File: config.mk
export PLATFORM = sky130hd
export DESIGN_NAME = pipeline_writeback
export DESIGN_NICKNAME = d
export VERILOG_FILES = /design/src/rtl/pipeline_writeback.sv
export SDC_FILE = /design/constraint.sdc
export NUM_CORES = 1
export LEC_CHECK = 0
export CAP_MARGIN = 40
export CELL_PAD_IN_SITES_DETAIL_PLACEMENT = 1
export CELL_PAD_IN_SITES_GLOBAL_PLACEMENT = 1
export CORE_MARGIN = 2
export CORE_UTILIZATION = 23
export DETAILED_ROUTE_END_ITERATION = 8
export PLACE_DENSITY = 0.89
export SYNTH_ARGS = -nofsm -noshare
export SYNTH_HDL_FRONTEND = slang
export SYNTH_SLANG_ARGS = --single-unit
File: constraint.sdc
create_clock -name clk_i -period 1.85 [get_ports clk_i]
set_clock_uncertainty 0.15 [all_clocks]
set_input_delay 0.37 -clock clk_i [delete_from_list [all_inputs] [get_ports clk_i]]
set_output_delay 0.37 -clock clk_i [all_outputs]
set_load 0.03 [all_outputs]
File: src/rtl/pipeline_writeback.sv
// pipeline_writeback: write-back stage of the PSRV32 pipeline.
// Accepts one completed instruction per handshake. For a load it waits for
// the read response, then aligns and extends the load data. The result is
// presented to the register file as a single-cycle write.
//
// Optional feature: define PIPELINE_WB_INSTRET_EN to build a 64-bit
// retired-instruction counter on instret_o. Without it, instret_o is 0.
//
// state    | meaning
// ---------+-------------------------------------------------------
// IDLE     | empty, ready to accept
// WAIT_MEM | load latched, waiting for mem_rvalid_i
// WRITE    | result held, driven to the register file this cycle
module pipeline_writeback #(
  parameter int XLEN = 32
) (
  input  logic            clk_i,
  input  logic            rst_i,
  input  logic            valid_i,
  output logic            ready_o,
  input  logic            flush_i,
  input  logic [4:0]      rd_i,
  input  logic            reg_write_i,
  input  logic            mem_to_reg_i,
  input  logic [2:0]      funct3_i,
  input  logic [1:0]      addr_lo_i,
  input  logic [XLEN-1:0] alu_result_i,
  input  logic            mem_rvalid_i,
  input  logic [XLEN-1:0] mem_rdata_i,
  output logic [4:0]      write_reg_o,
  output logic [XLEN-1:0] write_data_o,
  output logic            reg_write_o,
  output logic            stall_o,
  output logic [63:0]     instret_o
);

  typedef enum logic [1:0] {
    IDLE     = 2'd0,
    WAIT_MEM = 2'd1,
    WRITE    = 2'd2
  } state_t;

  state_t          state_q, state_d;
  logic [4:0]      rd_q, rd_d;
  logic            reg_write_q, reg_write_d;
  logic [2:0]      funct3_q, funct3_d;
  logic [1:0]      addr_lo_q, addr_lo_d;
  logic [XLEN-1:0] data_q, data_d;

  logic            accept;
  logic            latch_en;
  logic            load_en;
  logic [7:0]      load_byte;
  logic [15:0]     load_half;
  logic [XLEN-1:0] load_data;

  // The stage can take a new instruction unless a load is outstanding.
  assign ready_o = (state_q != WAIT_MEM);
  assign stall_o = (state_q == WAIT_MEM);
  assign accept  = valid_i && ready_o && !flush_i;

  // Next-state logic; flush overrides every transition and blocks accept.
  always_comb begin
    state_d  = state_q;
    latch_en = 1'b0;
    load_en  = 1'b0;
    case (state_q)
      IDLE, WRITE: begin
        if (accept) begin
          latch_en = 1'b1;
          state_d  = mem_to_reg_i ? WAIT_MEM : WRITE;
        end else begin
          state_d  = IDLE;
        end
      end
      WAIT_MEM: begin
        if (mem_rvalid_i) begin
          load_en = 1'b1;
          state_d = WRITE;
        end
      end
      default: state_d = IDLE;
    endcase
    if (flush_i) begin
      state_d  = IDLE;
      latch_en = 1'b0;
      load_en  = 1'b0;
    end
  end

  // Select the addressed byte and half-word of the read response.
  always_comb begin
    load_byte = mem_rdata_i[7:0];
    case (addr_lo_q)
      2'd0: load_byte = mem_rdata_i[7:0];
      2'd1: load_byte = mem_rdata_i[15:8];
      2'd2: load_byte = mem_rdata_i[23:16];
      2'd3: load_byte = mem_rdata_i[31:24];
      default: load_byte = mem_rdata_i[7:0];
    endcase
    load_half = addr_lo_q[1] ? mem_rdata_i[31:16] : mem_rdata_i[15:0];
  end

  // Extend according to the load size/sign; unused encodings act as LW.
  always_comb begin
    case (funct3_q)
      3'b000:  load_data = {{(XLEN-8){load_byte[7]}}, load_byte};
      3'b001:  load_data = {{(XLEN-16){load_half[15]}}, load_half};
      3'b100:  load_data = {{(XLEN-8){1'b0}}, load_byte};
      3'b101:  load_data = {{(XLEN-16){1'b0}}, load_half};
      default: load_data = mem_rdata_i;
    endcase
  end

  // Next values of the latched instruction fields and result data.
  always_comb begin
    rd_d        = rd_q;
    reg_write_d = reg_write_q;
    funct3_d    = funct3_q;
    addr_lo_d   = addr_lo_q;
    data_d      = data_q;
    if (latch_en) begin
      rd_d        = rd_i;
      reg_write_d = reg_write_i;
      funct3_d    = funct3_i;
      addr_lo_d   = addr_lo_i;
      data_d      = alu_result_i;
    end else if (load_en) begin
      data_d      = load_data;
    end
  end

  // State and latched-field registers.
  always_ff @(posedge clk_i) begin
    if (rst_i) begin
      state_q     <= IDLE;
      rd_q        <= 5'd0;
      reg_write_q <= 1'b0;
      funct3_q    <= 3'd0;
      addr_lo_q   <= 2'd0;
      data_q      <= '0;
    end else begin
      state_q     <= state_d;
      rd_q        <= rd_d;
      reg_write_q <= reg_write_d;
      funct3_q    <= funct3_d;
      addr_lo_q   <= addr_lo_d;
      data_q      <= data_d;
    end
  end

  // Writes to x0 are suppressed here so the register file need not check.
  assign reg_write_o  = (state_q == WRITE) && reg_write_q && (rd_q != 5'd0);
  assign write_reg_o  = rd_q;
  assign write_data_o = data_q;

`ifdef PIPELINE_WB_INSTRET_EN
  logic [63:0] instret_q;

  // Count every retirement, including one that coincides with a flush.
  always_ff @(posedge clk_i) begin
    if (rst_i) begin
      instret_q <= 64'd0;
    end else if (state_q == WRITE) begin
      instret_q <= instret_q + 64'd1;
    end
  end

  assign instret_o = instret_q;
`else
  assign instret_o = 64'd0;
`endif

endmodule
==> summary.md, run 1 <==
| Metric | Value |
|---|---|
| Outcome | finished with violations |
| Failing checks | negative setup slack |
| Biggest area consumer among synthesized cells | dfxtp_1 |
| Worst Path Required | approximately 1.3 ns |
| RSZ-0062 raised after global routing | yes |
| WL final | around 13,000 µm |
| Placer Congestion | 0.848 |
| DIE HEIGHT | around 120 µm |
| Hold Path Class | register to register |
| Site row count | 41 |
| Post-CTS Hold Buffers | 0 |
| Syn Area/Cell | about 8 µm² |
| Clk_lat worst skew | about 0.30 ns |
| Clock buffer depth | 2 |
| Antenna-violating nets left | 0 |
| Total GRT Usage | 0.178 |
| Sequential fraction of the synthesis area | 0.304 |
| CP Max Fanout | 2 |
| Multiplexer share of the synthesized area | 0.0943 |
| VDD IR max | 0.289 mV |
| Final Setup Violations | 17 |
| Final critical-path share of the clock period | 1.06 |
| Max-Cap Viols | 0 |
| PortBufs | 120 |
| # clock sinks | between 40 and 50 |
| Area contributors post-synth | dfxtp_1 (30%), buf_4 (16%), nand2_1 (6.0%) |
| Synth Area in XOR/XNOR | 0 |
| Post-route setup slack | -0.120 ns |
| Die ar. | 13,800 µm² |
| Die X | around 120 µm |
| Htree depth | 2 |
| CORE AREA | 12,600 µm² |
| Post-Synthesis Cells | approximately 360 |
| Starting density of the core | 0.235 |
| TritonCTS clock tree | built |
| Compound-Gate Fraction of Synth Area | 0.175 |
| CTS Buf Count | 5 |
| Setup TNS Final | -1.03 ns |
| Routed WL per cell | around 19 µm |
| Detailed Place HPWL | 9390 µm |
| Fin crit period | around 2.0 ns |
| Ratio of cells with drive above 1 in the final layout | 0.266 |
| Layout Cells excl Fill | 696 |
| Largest net degree at the start of global routing | 40 |
| Static leakage | 2.19 nW |
| Fin area | 5020 µm² |
| Crit path arrival time | 1.45 ns |
| #FFs+latches synth | 45 |
| Worst Tran Pin Value | 0.815 ns |
| Most frequent cells in the layout | clkdlybuf4s50_1 (81), conb_1 (64), buf_4 (47) |
| CP endpoint kind | output pin |
| Rel. slew slack | 0.457 |
| DR pass1 iterations | 4 |
| Synthesized cell area | 2960 µm² |
| Area share of fa/ha/maj cells after synthesis | 0 |
| Placed Cells | 672 |
| F_max | 508 MHz |
| Via count | 3,283 |
| Slew Limit Fails | 0 |
| First-pass GRT wire length | between 15,000 and 20,000 µm |
| Largest family of logic cells by synthesized area | simple AND/OR/NAND/NOR gates |
| Antenna violations before repair | 2 |
| Hold Vio Cnt, Final | 0 |
| Cell variety after synth | 36 |
| Commonest non-fill, non-tap cell in the layout | clkdlybuf4s50_1 |
| Setup CP Type | register to output pin |
| CTS clk-pin slew, worst paths | ~0.060 ns |
| Vias per inst | 4.72 |
| Area growth from synthesis to layout | 69.6% |
| CTS root buffer | clkbuf_16 |
| Layout net count | 602 |
| Iteration-0 DRC Markers | 176 |
| Grt ovf | 0 |
| DP Area | 4370 µm² |
| Synth warnings | 0 |
| DRC errors left | 0 |
| Share of the synthesized area in the top cell type | 0.304 |
| Pwr dens | ~660 nW/µm² |
| Io pins | between 150 and 200 |
| Final Total Pwr | 0.00332 W |
| Synth Area in Simple Gates | 0.216 |
| Startpoint type of the worst setup path | register |
| Vias in the first global route | 3,486 |
area by class of cell:
class / count / area (µm²)
Sequential cell: 45 / 910
Multi-Input combinational cell: 288 / 1990
Timing Repair Buffer: 178 / 1720
Clock buffer: 6 / 129
Antenna cell: 2 / 5.00
Clock inverter: 2 / 38.8
Tap cell: 172 / 215
Inverter: 3 / 11.3
Fill cell: 1472 / 7550
final timing paths:
check	start	to	slack [ns]	cells after the start
setup / recovery	write_reg_o[1]	reg_write_o	-0.12	4
hold reg to reg	reg_write_q	reg_write_q	0.31	2
hold / removal	reg_write_q	reg_write_q	0.31	2
setup reg to reg	addr_lo_q[1]	write_data_o[24]	-0.08	5
routing by layer:
layer,track usage,part of all wire,vias to the layer above
li1,-,-,1484
met1,0.185,0.35,1593
met2,0.326,0.51,171
met3,0.0661,0.097,35
met4,0.0625,0.034,0
met5,0,0,-
power by group:
part,internal [W],switching (W)
logic,0.000501,0.000698
clock network,0.000641,0.000408
registers,0.00103,0.0000420
synthesized netlist by cell type:
library cell	n
or4_1	1
mux4_1	3
or4_4	1
clkinv_1	1
a311oi_2	1
or3_1	14
nor2_2	1
mux2i_1	2
mux4_2	4
dfxtp_1	45
o21ai_2	1
nor3b_1	1
nor2b_1	8
inv_1	2
conb_1	1
nor2_1	22
buf_6	2
o21ai_0	18
nand3_1	18
mux2_2	8
nand3b_1	9
a211oi_1	1
nand2b_1	3
a21oi_1	20
nor3_1	5
o221ai_1	7
or3b_2	1
o2111ai_1	1
o21a_1	1
buf_4	64
o41ai_1	7
a21o_1	1
buf_2	6
a311oi_1	17
clkbuf_1	20
nand2_1	47
critical path, stage by stage, from the launching register on:
cell and delay [ns]:
dfxtp_2 0.32, or4_4 0.54, nor2_4 0.09, nor3_2 0.04, buf_4 0.16
registers in the layout, indices dropped and copies added (netlist names):
| name | cells |
|---|---|
| state_q | 2 |
| funct3_q | 3 |
| addr_lo_q | 2 |
| reg_write_q | 1 |
| write_data_o | 32 |
| write_reg_o | 5 |
cell families after synthesis:
family                 count (synthesis)
buffers and inverters                 95
muxes                                 17
DFF                                   45
and+or+nand+nor                      131
AOI/OAI and AO/OA                     75
other                                  1
repair_timing:
item                       CTS  global route
setup buffers                5             4
gates cloned                 4             1
resized for setup           66            60
pin swaps                    9            17
setup endpoints to repair   62            49
per-stage QoR:
stage / hold WS (ns) / setup WS (ns) / util
after floorplan: 0.287 / -0.0123 / -
after CTS: 0.317 / -0.158 / 0.379
after global routing: 0.354 / -0.173 / 0.399
after detailed placement: 0.307 / -0.728 / 0.347
final: 0.314 / -0.120 / 0.399
after global placement: 0.299 / -0.602 / 0.347
No activity file was read; power rests on OpenSTA's default activity.
==> run 2: changes to the inputs <==
--- a/config.mk
+++ b/config.mk
@@ -10,6 +10,7 @@
 export CELL_PAD_IN_SITES_GLOBAL_PLACEMENT = 1
 export CORE_MARGIN = 2
 export CORE_UTILIZATION = 23
+export CTS_CLUSTER_DIAMETER = 120
 export DETAILED_ROUTE_END_ITERATION = 8
 export PLACE_DENSITY = 0.89
 export SYNTH_ARGS = -nofsm -noshare
==> results of run 2 <==
Same layout as run 1: the final DEF is identical, and so are final timing and power.
==> run 3: changes to the inputs <==
--- a/config.mk
+++ b/config.mk
@@ -13,6 +13,7 @@
 export CTS_CLUSTER_DIAMETER = 120
 export DETAILED_ROUTE_END_ITERATION = 8
 export PLACE_DENSITY = 0.89
+export SETUP_SLACK_MARGIN = 0.5
 export SYNTH_ARGS = -nofsm -noshare
 export SYNTH_HDL_FRONTEND = slang
 export SYNTH_SLANG_ARGS = --single-unit
==> run 3 against run 2 <==
Non-clock buffer count rose by 18. Worst setup slack got worse by 0.053 ns. Critical path type is now register to register. Wire length up 3.1%. Total power rose by 0.59%. Count of clock-buffer cells in the layout is 1 lower. Sequential share of layout area shrank 0.79 points. The run still ends with negative setup slack left. Sequential power about the same. Highest routed layer is now met5.
==> summary.md, run 3 (synthesis gave the netlist of run 1 again) <==
| Metric | Value |
|---|---|
| Setup CP Type | register to register |
| Post-CTS Hold Buffers | 0 (unchanged) |
| Antenna-violating nets left | 0 (unchanged) |
| Vias in the first global route | 3,557 (+2.0%) |
| Crit path arrival time | 2.06 ns (+0.61 ns) |
| WL final | 13,700 µm (+3.1%) |
| Routed WL per cell | 19.3 µm (+0.80%) |
| Starting density of the core | 0.235 (unchanged) |
| CORE AREA | 12,600 µm² (unchanged) |
| Hold path cells | 4 (+2) |
| Grt ovf | 0 (unchanged) |
| Met2 usage | 0.340 (+0.0143) |
| Die ar. | 13,800 µm² (unchanged) |
| DRC errors left | 0 (unchanged) |
| Htree depth | 2 (unchanged) |
| Most frequent cells in the layout | clkdlybuf4s50_1 (72), conb_1 (64), buf_4 (58) |
| Reg2Reg Depth | 6 (+1) |
| CP endpoint kind | register |
| Layout net count | 620 (+3.0%) |
| Via count | 3,364 (+2.5%) |
| Logic gate share of total power | 0.394 (+0.033) |
| Vias per inst | 4.72 (+0.16%) |
| Flop pwr share | 0.326 (+0.002) |
| CTS clk-pin slew, worst paths | 0.07 ns (about the same) |
| Reg-to-Reg Start | addr_lo_q[1] |
| Site row count | 41 (unchanged) |
| Commonest non-fill, non-tap cell in the layout | clkdlybuf4s50_1 |
| RSZ-0062 raised after global routing | yes |
| Max-Cap Viols | 0 (unchanged) |
| Total internal power | 0.00213 W (-2.2%) |
| First-pass GRT wire length | 19,400 µm (+1.3%) |
| Pwr dens | 617 nW/µm² (-6.9%) |
| Hold Path Class | primary input to register |
| Place WS | -0.724 ns (+0.00335 ns) |
| GR Layer Usage met1 | 0.180 (-0.00443) |
| PortBufs | 120 (unchanged) |
| Total GRT Usage | 0.180 (+0.00248) |
| NetSw | 0.00122 W (+5.9%) |
| Worst Tran Pin Value | 0.928 ns (+0.113 ns) |
| Io pins | 185 (unchanged) |
| CTS root buffer | clkbuf_16 |
| Slew Limit Fails | 0 (unchanged) |
| Ratio of cells with drive above 1 in the final layout | 0.444 (+0.178) |
| CTS Buf Count | 5 (unchanged) |
| Fin area | 5420 µm² (+8.0%) |
| Die X | 117 µm (unchanged) |
| Reg-to-reg slack, setup | -0.17 ns (-0.09 ns) |
| Clock buffer depth | 2 (unchanged) |
| Placed Cells | 670 (-0.30%) |
| # clock sinks | 45 (unchanged) |
| Met3 Track Usage GR | 0.0671 (+0.000973) |
| Clock power share | 0.280 (-0.036) |
| Antenna violations before repair | 1 (-1) |
| Worst Path Required | 1.89 ns (+0.56 ns) |
| VDD IR max | 0.382 mV (+33%) |
| Net switching fraction of the power | 0.364 (+0.0181) |
| Crit path launch | addr_lo_q[1] |
| Outcome | finished with violations |
| Failing checks | negative setup slack |
| DIE HEIGHT | 117 µm (unchanged) |
| TritonCTS clock tree | built |
| Fin crit period | 2.02 ns (+0.0535 ns) |
| Static leakage | 2.18 nW (-0.45%) |
| Largest net degree at the start of global routing | 38 (-5.0%) |
| DR pass1 iterations | 4 (unchanged) |
| CP Max Fanout | 8 (+6) |
| F_max | 494 MHz (-2.6%) |
| Hold Vio Cnt, Final | 0 (unchanged) |
| Placer Congestion | 0.828 (-2.3%) |
| Startpoint type of the worst setup path | register |
| HP Start | mem_rvalid_i |
| Post-route setup slack | -0.173 ns (-0.0535 ns) |
| Antenna diodes | 0 (-2) |
| Clk_lat worst skew | 0.29 ns (about the same) |
| Layout Cells excl Fill | 712 (+2.3%) |
| Area growth from synthesis to layout | 83.1% |
| GRT busiest layer | met2 |
| Final critical-path share of the clock period | 1.09 (+0.0289) |
| Final Setup Violations | 30 (+13) |
| DP Area | 4390 µm² (+0.46%) |
| Max FFs per register | 32 (unchanged) |
| Rel. slew slack | 0.381 (-0.0753) |
| Iteration-0 DRC Markers | 150 (-15%) |
| Detailed Place HPWL | 9100 µm (-3.2%) |
==> run 3: cell types whose count changed in the layout (fill, tap and decap cells not counted), moves of 6 or more <==
cell             change
buf_6               +42
dfxtp_1             -20
dfxtp_2             +18
dlygate4sd2_1       -15
dlymetal6s2s_1      -14
buf_4               +11
clkdlybuf4s50_1      -9
a21oi_2              +6
nand2_1              -6
nand2_4              +6
==> run 3: cell type report <==
type / count / area (µm²)
Clock buffer: 5 / 125
Inverter: 3 / 11.3
Timing Repair Buffer: 196 / 1970
Sequential cell: 45 / 940
Fill cell: 1432 / 7150
Multi-Input combinational cell: 288 / 2130
Clock inverter: 3 / 25.0
Tap cell: 172 / 215
==> run 3: worst max-delay path: stages, from the launching register on <==
cell	delay (ns)
dfxtp_4	0.35
mux2i_1	0.12
or4_4	0.53
a311oi_4	0.26
buf_4	0.18
nor2_4	0.08
a311oi_2	0.26
==> run 3: path summary, 6_finish.rpt <==
path / endpoint
min reg2reg: reg_write_q
max reg2reg: write_data_o[21]
min: state_q[0]
max: write_data_o[21]
==> run 3: what timing repair did <==
action	CTS	global route
pin swaps	29	17
buffers inserted	13	16
gates resized for setup	349	84
setup endpoints to repair	85	74
gates cloned	4	1
==> run 3: metrics by stage <==
step / utilization / hold slack (ns) / total power (W) / setup TNS [ns]
after floorplan: - / 0.289 / 0.00178 / 0
after global placement: 0.349 / 0.303 / 0.00210 / -15.79
after detailed placement: 0.349 / 0.331 / 0.00213 / -19.11
after CTS: 0.396 / 0.349 / 0.00321 / -2.98
after global routing: 0.431 / 0.357 / 0.00348 / -5.02
final: 0.431 / 0.336 / 0.00334 / -2.92
==> run 3: power groups by stage <==
stage	clock network (W)	logic [W]	registers, W
finish	0.000937	0.00132	0.00109
detailed placement	0	0.00103	0.00110
global route	0.000996	0.00138	0.00110
CTS	0.000953	0.00118	0.00108
global placement	0	0.00101	0.00109
floorplan	0	0.000584	0.00120
==> run 3: metal layers <==
layer / wire length [µm] / part of all wire
met5: 13 / 0.00095
met1: 5000 / 0.36
met3: 1080 / 0.078
met2: 7170 / 0.52
met4: 489 / 0.036
